[src/rtl/control_sequencer.sv]
// control_sequencer: hardwired T-state control unit for the DataPath.
// Runs fetch (T0-T2) then a class-specific execute (T3-T7) decoded from the opcode field of ir.
// Memory phases (T1, ld T6, st T7) wait on mem_ready with a bounded wait; a timeout sets the
// sticky mem_err flag and parks the sequencer in HALTED.
// Ports:
//   clock, clear             rising-edge clock, asynchronous active-high reset
//   run                      leave IDLE / continue with the next instruction after a retire
//   ir                       current IR contents; opcode = ir[IR_W-1 -: OPCODE_W]
//   mem_ready                memory completes the current Read/Write this cycle
//   PCout..BAout             bus-drive strobes (at most one active)
//   MARin..Rin               register-load strobes
//   IncPC,Read,Write,Gr*     control strobes
//   alu_op                   ALU operation while ZLowIn=1, else 0
//   state                    IDLE=0, T0..T7=7..14, HALTED=15
//   instr_done, illegal      single-cycle pulses
//   mem_err                  sticky memory-timeout flag
//   instr_count              retired instruction count, wraps
module control_sequencer #(
    parameter int unsigned IR_W         = 32,
    parameter int unsigned OPCODE_W     = 5,
    parameter int unsigned MEM_WAIT_MAX = 15,
    parameter int unsigned COUNT_W      = 16
) (
    input  logic                clock,
    input  logic                clear,
    input  logic                run,
    input  logic [IR_W-1:0]     ir,
    input  logic                mem_ready,
    output logic                PCout,
    output logic                Zlowout,
    output logic                MDRout,
    output logic                Rout,
    output logic                Cout,
    output logic                BAout,
    output logic                MARin,
    output logic                PCin,
    output logic                MDRin,
    output logic                IRin,
    output logic                Yin,
    output logic                ZLowIn,
    output logic                Rin,
    output logic                IncPC,
    output logic                Read,
    output logic                Write,
    output logic                Gra,
    output logic                Grb,
    output logic                Grc,
    output logic [OPCODE_W-1:0] alu_op,
    output logic [3:0]          state,
    output logic                instr_done,
    output logic                illegal,
    output logic                mem_err,
    output logic [COUNT_W-1:0]  instr_count
);

    localparam int unsigned WAIT_W = (MEM_WAIT_MAX > 1) ? $clog2(MEM_WAIT_MAX) : 1;

    localparam logic [OPCODE_W-1:0] OP_LD    = OPCODE_W'(0);
    localparam logic [OPCODE_W-1:0] OP_LDI   = OPCODE_W'(1);
    localparam logic [OPCODE_W-1:0] OP_ST    = OPCODE_W'(2);
    localparam logic [OPCODE_W-1:0] OP_ADD   = OPCODE_W'(3);
    localparam logic [OPCODE_W-1:0] OP_AND   = OPCODE_W'(5);
    localparam logic [OPCODE_W-1:0] OP_OR    = OPCODE_W'(6);
    localparam logic [OPCODE_W-1:0] OP_ALU_R_LAST = OPCODE_W'(11);
    localparam logic [OPCODE_W-1:0] OP_ADDI  = OPCODE_W'(12);
    localparam logic [OPCODE_W-1:0] OP_ANDI  = OPCODE_W'(13);
    localparam logic [OPCODE_W-1:0] OP_ORI   = OPCODE_W'(14);
    localparam logic [OPCODE_W-1:0] OP_NOP   = OPCODE_W'(26);
    localparam logic [OPCODE_W-1:0] OP_HALT  = OPCODE_W'(27);

    typedef enum logic [3:0] {
        StIdle   = 4'd0,
        StT0     = 4'd7,
        StT1     = 4'd8,
        StT2     = 4'd9,
        StT3     = 4'd10,
        StT4     = 4'd11,
        StT5     = 4'd12,
        StT6     = 4'd13,
        StT7     = 4'd14,
        StHalted = 4'd15
    } state_t;

    typedef enum logic [2:0] {
        ClsLd, ClsLdi, ClsSt, ClsAluR, ClsAluI, ClsNop, ClsHalt, ClsIllegal
    } cls_t;

    state_t              state_q, state_d;
    logic [WAIT_W-1:0]   wait_cnt_q, wait_cnt_d;
    logic                mem_err_q, mem_err_d;
    logic [COUNT_W-1:0]  instr_count_q, instr_count_d;

    logic [OPCODE_W-1:0] opcode;
    logic [OPCODE_W-1:0] imm_op;
    cls_t                cls;
    logic                in_wait;
    logic                wait_last;
    logic                fault;
    logic                retire;
    logic                unused_ir;

    assign opcode    = ir[IR_W-1 -: OPCODE_W];
    assign unused_ir = ^ir[IR_W-OPCODE_W-1:0];
    assign wait_last = (wait_cnt_q == WAIT_W'(MEM_WAIT_MAX - 1));

    // Instruction class and immediate-form ALU operation.
    always_comb begin
        cls    = ClsIllegal;
        imm_op = '0;
        if (opcode == OP_LD) begin
            cls = ClsLd;
        end else if (opcode == OP_LDI) begin
            cls = ClsLdi;
        end else if (opcode == OP_ST) begin
            cls = ClsSt;
        end else if (opcode >= OP_ADD && opcode <= OP_ALU_R_LAST) begin
            cls = ClsAluR;
        end else if (opcode == OP_ADDI) begin
            cls    = ClsAluI;
            imm_op = OP_ADD;
        end else if (opcode == OP_ANDI) begin
            cls    = ClsAluI;
            imm_op = OP_AND;
        end else if (opcode == OP_ORI) begin
            cls    = ClsAluI;
            imm_op = OP_OR;
        end else if (opcode == OP_NOP) begin
            cls = ClsNop;
        end else if (opcode == OP_HALT) begin
            cls = ClsHalt;
        end
    end

    // Next state and strobe decode.
    always_comb begin
        {PCout, Zlowout, MDRout, Rout, Cout, BAout} = '0;
        {MARin, PCin, MDRin, IRin, Yin, ZLowIn, Rin} = '0;
        {IncPC, Read, Write, Gra, Grb, Grc} = '0;
        alu_op     = '0;
        instr_done = 1'b0;
        illegal    = 1'b0;
        state_d    = state_q;
        in_wait    = 1'b0;
        fault      = 1'b0;
        retire     = 1'b0;

        case (state_q)
            StIdle: begin
                if (run) state_d = StT0;
            end
            StT0: begin
                PCout   = 1'b1;
                MARin   = 1'b1;
                IncPC   = 1'b1;
                ZLowIn  = 1'b1;
                state_d = StT1;
            end
            StT1: begin
                Zlowout = 1'b1;
                PCin    = 1'b1;
                Read    = 1'b1;
                MDRin   = 1'b1;
                in_wait = 1'b1;
                if (mem_ready)      state_d = StT2;
                else if (wait_last) fault = 1'b1;
            end
            StT2: begin
                MDRout  = 1'b1;
                IRin    = 1'b1;
                state_d = StT3;
            end
            StT3: begin
                case (cls)
                    ClsLd, ClsLdi, ClsSt: begin
                        Grb     = 1'b1;
                        BAout   = 1'b1;
                        Yin     = 1'b1;
                        state_d = StT4;
                    end
                    ClsAluR, ClsAluI: begin
                        Grb     = 1'b1;
                        Rout    = 1'b1;
                        Yin     = 1'b1;
                        state_d = StT4;
                    end
                    ClsNop: begin
                        instr_done = 1'b1;
                        retire     = 1'b1;
                    end
                    ClsHalt: begin
                        instr_done = 1'b1;
                        state_d    = StHalted;
                    end
                    default: begin
                        illegal = 1'b1;
                        retire  = 1'b1;
                    end
                endcase
            end
            StT4: begin
                ZLowIn  = 1'b1;
                state_d = StT5;
                case (cls)
                    ClsAluR: begin
                        Grc    = 1'b1;
                        Rout   = 1'b1;
                        alu_op = opcode;
                    end
                    ClsAluI: begin
                        Cout   = 1'b1;
                        alu_op = imm_op;
                    end
                    default: begin
                        // ld/ldi/st: effective address = base + offset
                        Cout   = 1'b1;
                        alu_op = OP_ADD;
                    end
                endcase
            end
            StT5: begin
                Zlowout = 1'b1;
                if (cls == ClsLd || cls == ClsSt) begin
                    MARin   = 1'b1;
                    state_d = StT6;
                end else begin
                    Gra        = 1'b1;
                    Rin        = 1'b1;
                    instr_done = 1'b1;
                    retire     = 1'b1;
                end
            end
            StT6: begin
                if (cls == ClsSt) begin
                    Gra     = 1'b1;
                    Rout    = 1'b1;
                    MDRin   = 1'b1;
                    state_d = StT7;
                end else begin
                    Read    = 1'b1;
                    MDRin   = 1'b1;
                    in_wait = 1'b1;
                    if (mem_ready)      state_d = StT7;
                    else if (wait_last) fault = 1'b1;
                end
            end
            StT7: begin
                if (cls == ClsSt) begin
                    Write   = 1'b1;
                    in_wait = 1'b1;
                    if (mem_ready) begin
                        instr_done = 1'b1;
                        retire     = 1'b1;
                    end else if (wait_last) begin
                        fault = 1'b1;
                    end
                end else begin
                    MDRout     = 1'b1;
                    Gra        = 1'b1;
                    Rin        = 1'b1;
                    instr_done = 1'b1;
                    retire     = 1'b1;
                end
            end
            StHalted: begin
                state_d = StHalted;
            end
            default: begin
                state_d = StIdle;
            end
        endcase

        if (fault)  state_d = StHalted;
        if (retire) state_d = run ? StT0 : StIdle;
    end

    // Wait counter runs only while a wait state is held; any transition restarts it at 0.
    always_comb begin
        wait_cnt_d    = (in_wait && !mem_ready && !fault) ? wait_cnt_q + WAIT_W'(1) : '0;
        mem_err_d     = mem_err_q | fault;
        instr_count_d = instr_done ? instr_count_q + COUNT_W'(1) : instr_count_q;
    end

    always_ff @(posedge clock or posedge clear) begin
        if (clear) begin
            state_q       <= StIdle;
            wait_cnt_q    <= '0;
            mem_err_q     <= 1'b0;
            instr_count_q <= '0;
        end else begin
            state_q       <= state_d;
            wait_cnt_q    <= wait_cnt_d;
            mem_err_q     <= mem_err_d;
            instr_count_q <= instr_count_d;
        end
    end

    assign state       = state_q;
    assign mem_err     = mem_err_q;
    assign instr_count = instr_count_q;

endmodule
[config.mk]
export PLATFORM = sky130hd
export DESIGN_NAME = control_sequencer
export DESIGN_NICKNAME = d
export VERILOG_FILES = /design/src/rtl/control_sequencer.sv
export SDC_FILE = /design/constraint.sdc
export NUM_CORES = 1
export LEC_CHECK = 0
export BUFFER_PORTS_ARGS = -buffer_cell sky130_fd_sc_hd__buf_2
export CAP_MARGIN = 20
export CORE_MARGIN = 5
export CORE_UTILIZATION = 40
export CTS_CLUSTER_DIAMETER = 150
export DETAILED_ROUTE_END_ITERATION = 10
export GPL_ROUTABILITY_DRIVEN = 0
export PLACE_DENSITY = 0.7
export SYNTH_ARGS = -nofsm -noshare
export SYNTH_HDL_FRONTEND = slang
export SYNTH_SLANG_ARGS = --single-unit
export TNS_END_PERCENT = 1
[constraint.sdc]
create_clock -name clock -period 2.6 [get_ports clock]
set_clock_uncertainty 0.05 [all_clocks]
set_input_delay 0.13 -clock clock [delete_from_list [all_inputs] [get_ports clock]]
set_output_delay 0.13 -clock clock [all_outputs]
set_load 0.02 [all_outputs]
==> key figures <==
Synthesis
  • Area leader, netlist: dfrtp_1
  • Primary FF master, synth: dfrtp_1
  • Top cell type's share of synthesized area: 35.0%
  • Yosys synthesis warning count: 0
  • Post-synth EDFFs: 0
  • Cells after Synth: 214
  • Avg Cell Area, Syn: 8.34 um^2
  • Mapped Area: 0.00179 mm^2
  • Syn nets: 253
  • Synth cell types: 53
  • Post-synth ARST share: 100%
  • Proportion of synthesized chip area in sequential cells: 35.0%
  • #FFs+latches synth: 25
  • Top cells by count, synth: dfrtp_1 (25), nor2_1 (25), nand2_1 (20)
  • Leading post-synthesis cells by cell area: dfrtp_1 (35%), xnor2_1 (5.4%), nor2_1 (5.3%), nand2_1 (4.2%), xor2_1 (3.9%)

Die
  • Die Span Y: 76.8 um
  • Io pins: 83
  • # rows: 24
  • Chip width: 76.8 um
  • Core ar.: 0.00435 mm^2
  • Area of the die: 0.00590 mm^2
  • Initial Util: 41.0%

CTS
  • Reg clk slew, reported paths: 0.08 ns
  • Worst-Skew Late Latency: 0.27 ns
  • Cts bufs inserted: 3
  • Max Root-Sink Buffers: 2
  • CTS sink count: 25
  • Setup Fix Bufs, Post-CTS: 0
  • Root buffer cell: clkbuf_8
  • CTS H-tree depth: 1
  • # hold bufs at CTS: 0
  • Post-CTS sizing: 0
  • CTS tree: built

Critical path
  • Setup crit start kind: register
  • CP endpoint kind: output port
  • Max FO, Critical Path: 15
  • Flop2flop setup slack: 0.51 ns
  • Setup CP Type: register to output port
  • Worst EP arrival: 1.98 ns
  • CP required: 2.42 ns

Finish
  • Final #Nets: 307
  • Final Non-Filler Cells: 319
  • Synth-to-layout area growth: 21.9%
  • Fraction of final layout cells with drive strength greater than 1: 27.0%
  • Post-route cell area: 0.00218 mm^2
  • N_diodes: 0

Drt
  • Vias: 1745
  • WL/cell: 13.5 um
  • Detail Route Antenna Nets: 0
  • Drt via density: 5.47
  • Final wirelength: 4310 um
  • DRT Pass-1 Iters: 4
  • Iter 0 DRT Violations: 140
  • DRC: 0

Placed design
  • DP Area: 0.00209 mm^2
  • Post-DP HPWL: 3350 um
  • Port bufs: 54
  • Cell total after placement: 313

Power and ir drop
  • Power after layout: 0.00180 W
  • Power Density: 827 mW/mm^2
  • Max VDD drop: 0.312 mV
  • LEAKAGE: 1.12 nW

Global routing
  • First-pass GRT wire length: 7260 um
  • Vias in the first global route: 1565
  • Total GRT Usage: 14.2%
  • Largest net degree at the start of global routing: 26
  • Remaining Overflow, GRT: 0
  • Initial antenna violation count: 0

Timing
  • Final slew viol count: 0
  • Final setup vio count: 0
  • RSZ-0062 raised after global routing: no
  • Fin crit share: 82.9%
  • Min Tclk post-route: 2.16 ns
  • Hold_ws: 0.144 ns
  • Setup TNS: 0 ns
  • Max Fclk: 464 MHz
  • Final Hold Viols: 0

Job
  • MaxCap Viol Count: 0

Status
  • Status: complete, no violations

Hold path
  • Worst Hold Class: primary input to register
cells in the final DEF, fill, tap and decap left out, types with 3 or more instances in the layout:
cell type   n
a21oi_1    11
a31oi_1     3
buf_2      54
buf_4       8
clkbuf_8    3
dfrtp_1    25
ha_1        3
inv_1      10
nand2_1    20
nand2b_1    4
nand3_1    13
nand4_1     6
nor2_1     25
nor3_1     10
nor4_1      4
o21ai_0     4
xnor2_1    11
xor2_1      8
through the flow:
stage	setup slack [ns]	utilization (%)
after CTS	0.465	49.1
after detailed placement	0.551	48.0
after global routing	0.312	50.0
final	0.445	50.0
after floorplan	0.0518	-
after global placement	0.577	48.0
worst paths after layout:
path	start	to	depth (start not counted)
hold reg to reg	instr_count[15]	instr_count[15]	1
setup / recovery	state[2]	alu_op[3]	5
setup reg to reg	state[2]	instr_count[12]	6
hold / removal	run	state[2]	3
min in group asynchronous	clear	instr_count[4]	3
max in group asynchronous	clear	state[1]	4
power breakdown:
part           total [W]  switching (W)  internal [W]
combinational   0.000979       0.000592      0.000387
sequential      0.000584       0.000124      0.000461
clock           0.000236       0.000128      0.000109
per-layer routing:
metal	GRT usage [%]	routed length (um)	vias up
met2	23.8	2090	44
met5	0	0	-
met1	19.5	1980	829
li1	-	-	867
met4	3.50	42	0
met3	1.64	188	5
registers in the layout, indices dropped and copies added, names as in the netlist:
| name | cells |
|---|---|
| instr_count | 16 |
| mem_err | 1 |
| state | 4 |
| wait_cnt_q | 4 |
critical path, cell delays in order (launching register included):
cell and delay [ns]:
dfrtp_1 0.64, clkinv_1 0.36, nand4_1 0.31, nor2_1 0.09
and2_1 0.16, buf_2 0.15
final cells by class:
| class | count | area (um^2) |
|---|---|---|
| tap | 52 | 65.1 |
| inverter | 11 | 41.3 |
| clock buffer | 3 | 41.3 |
| sequential | 25 | 626 |
| clock inverter | 1 | 7.51 |
| fill | 422 | 2180 |
| multi-input combinational | 163 | 1030 |
| timing repair buffer | 64 | 368 |
logic make-up after synthesis:
group	share of synthesized area (%)
AND/OR/NAND/NOR	28.1
other	0.210
buffers and inverters	7.43
multiplexers	1.75
XOR/XNOR	9.32
adder cells (fa/ha/maj)	2.10
flip-flops	35.0
AO/OA/AOI/OAI	16.0
Power figures use the tool's default switching activity.
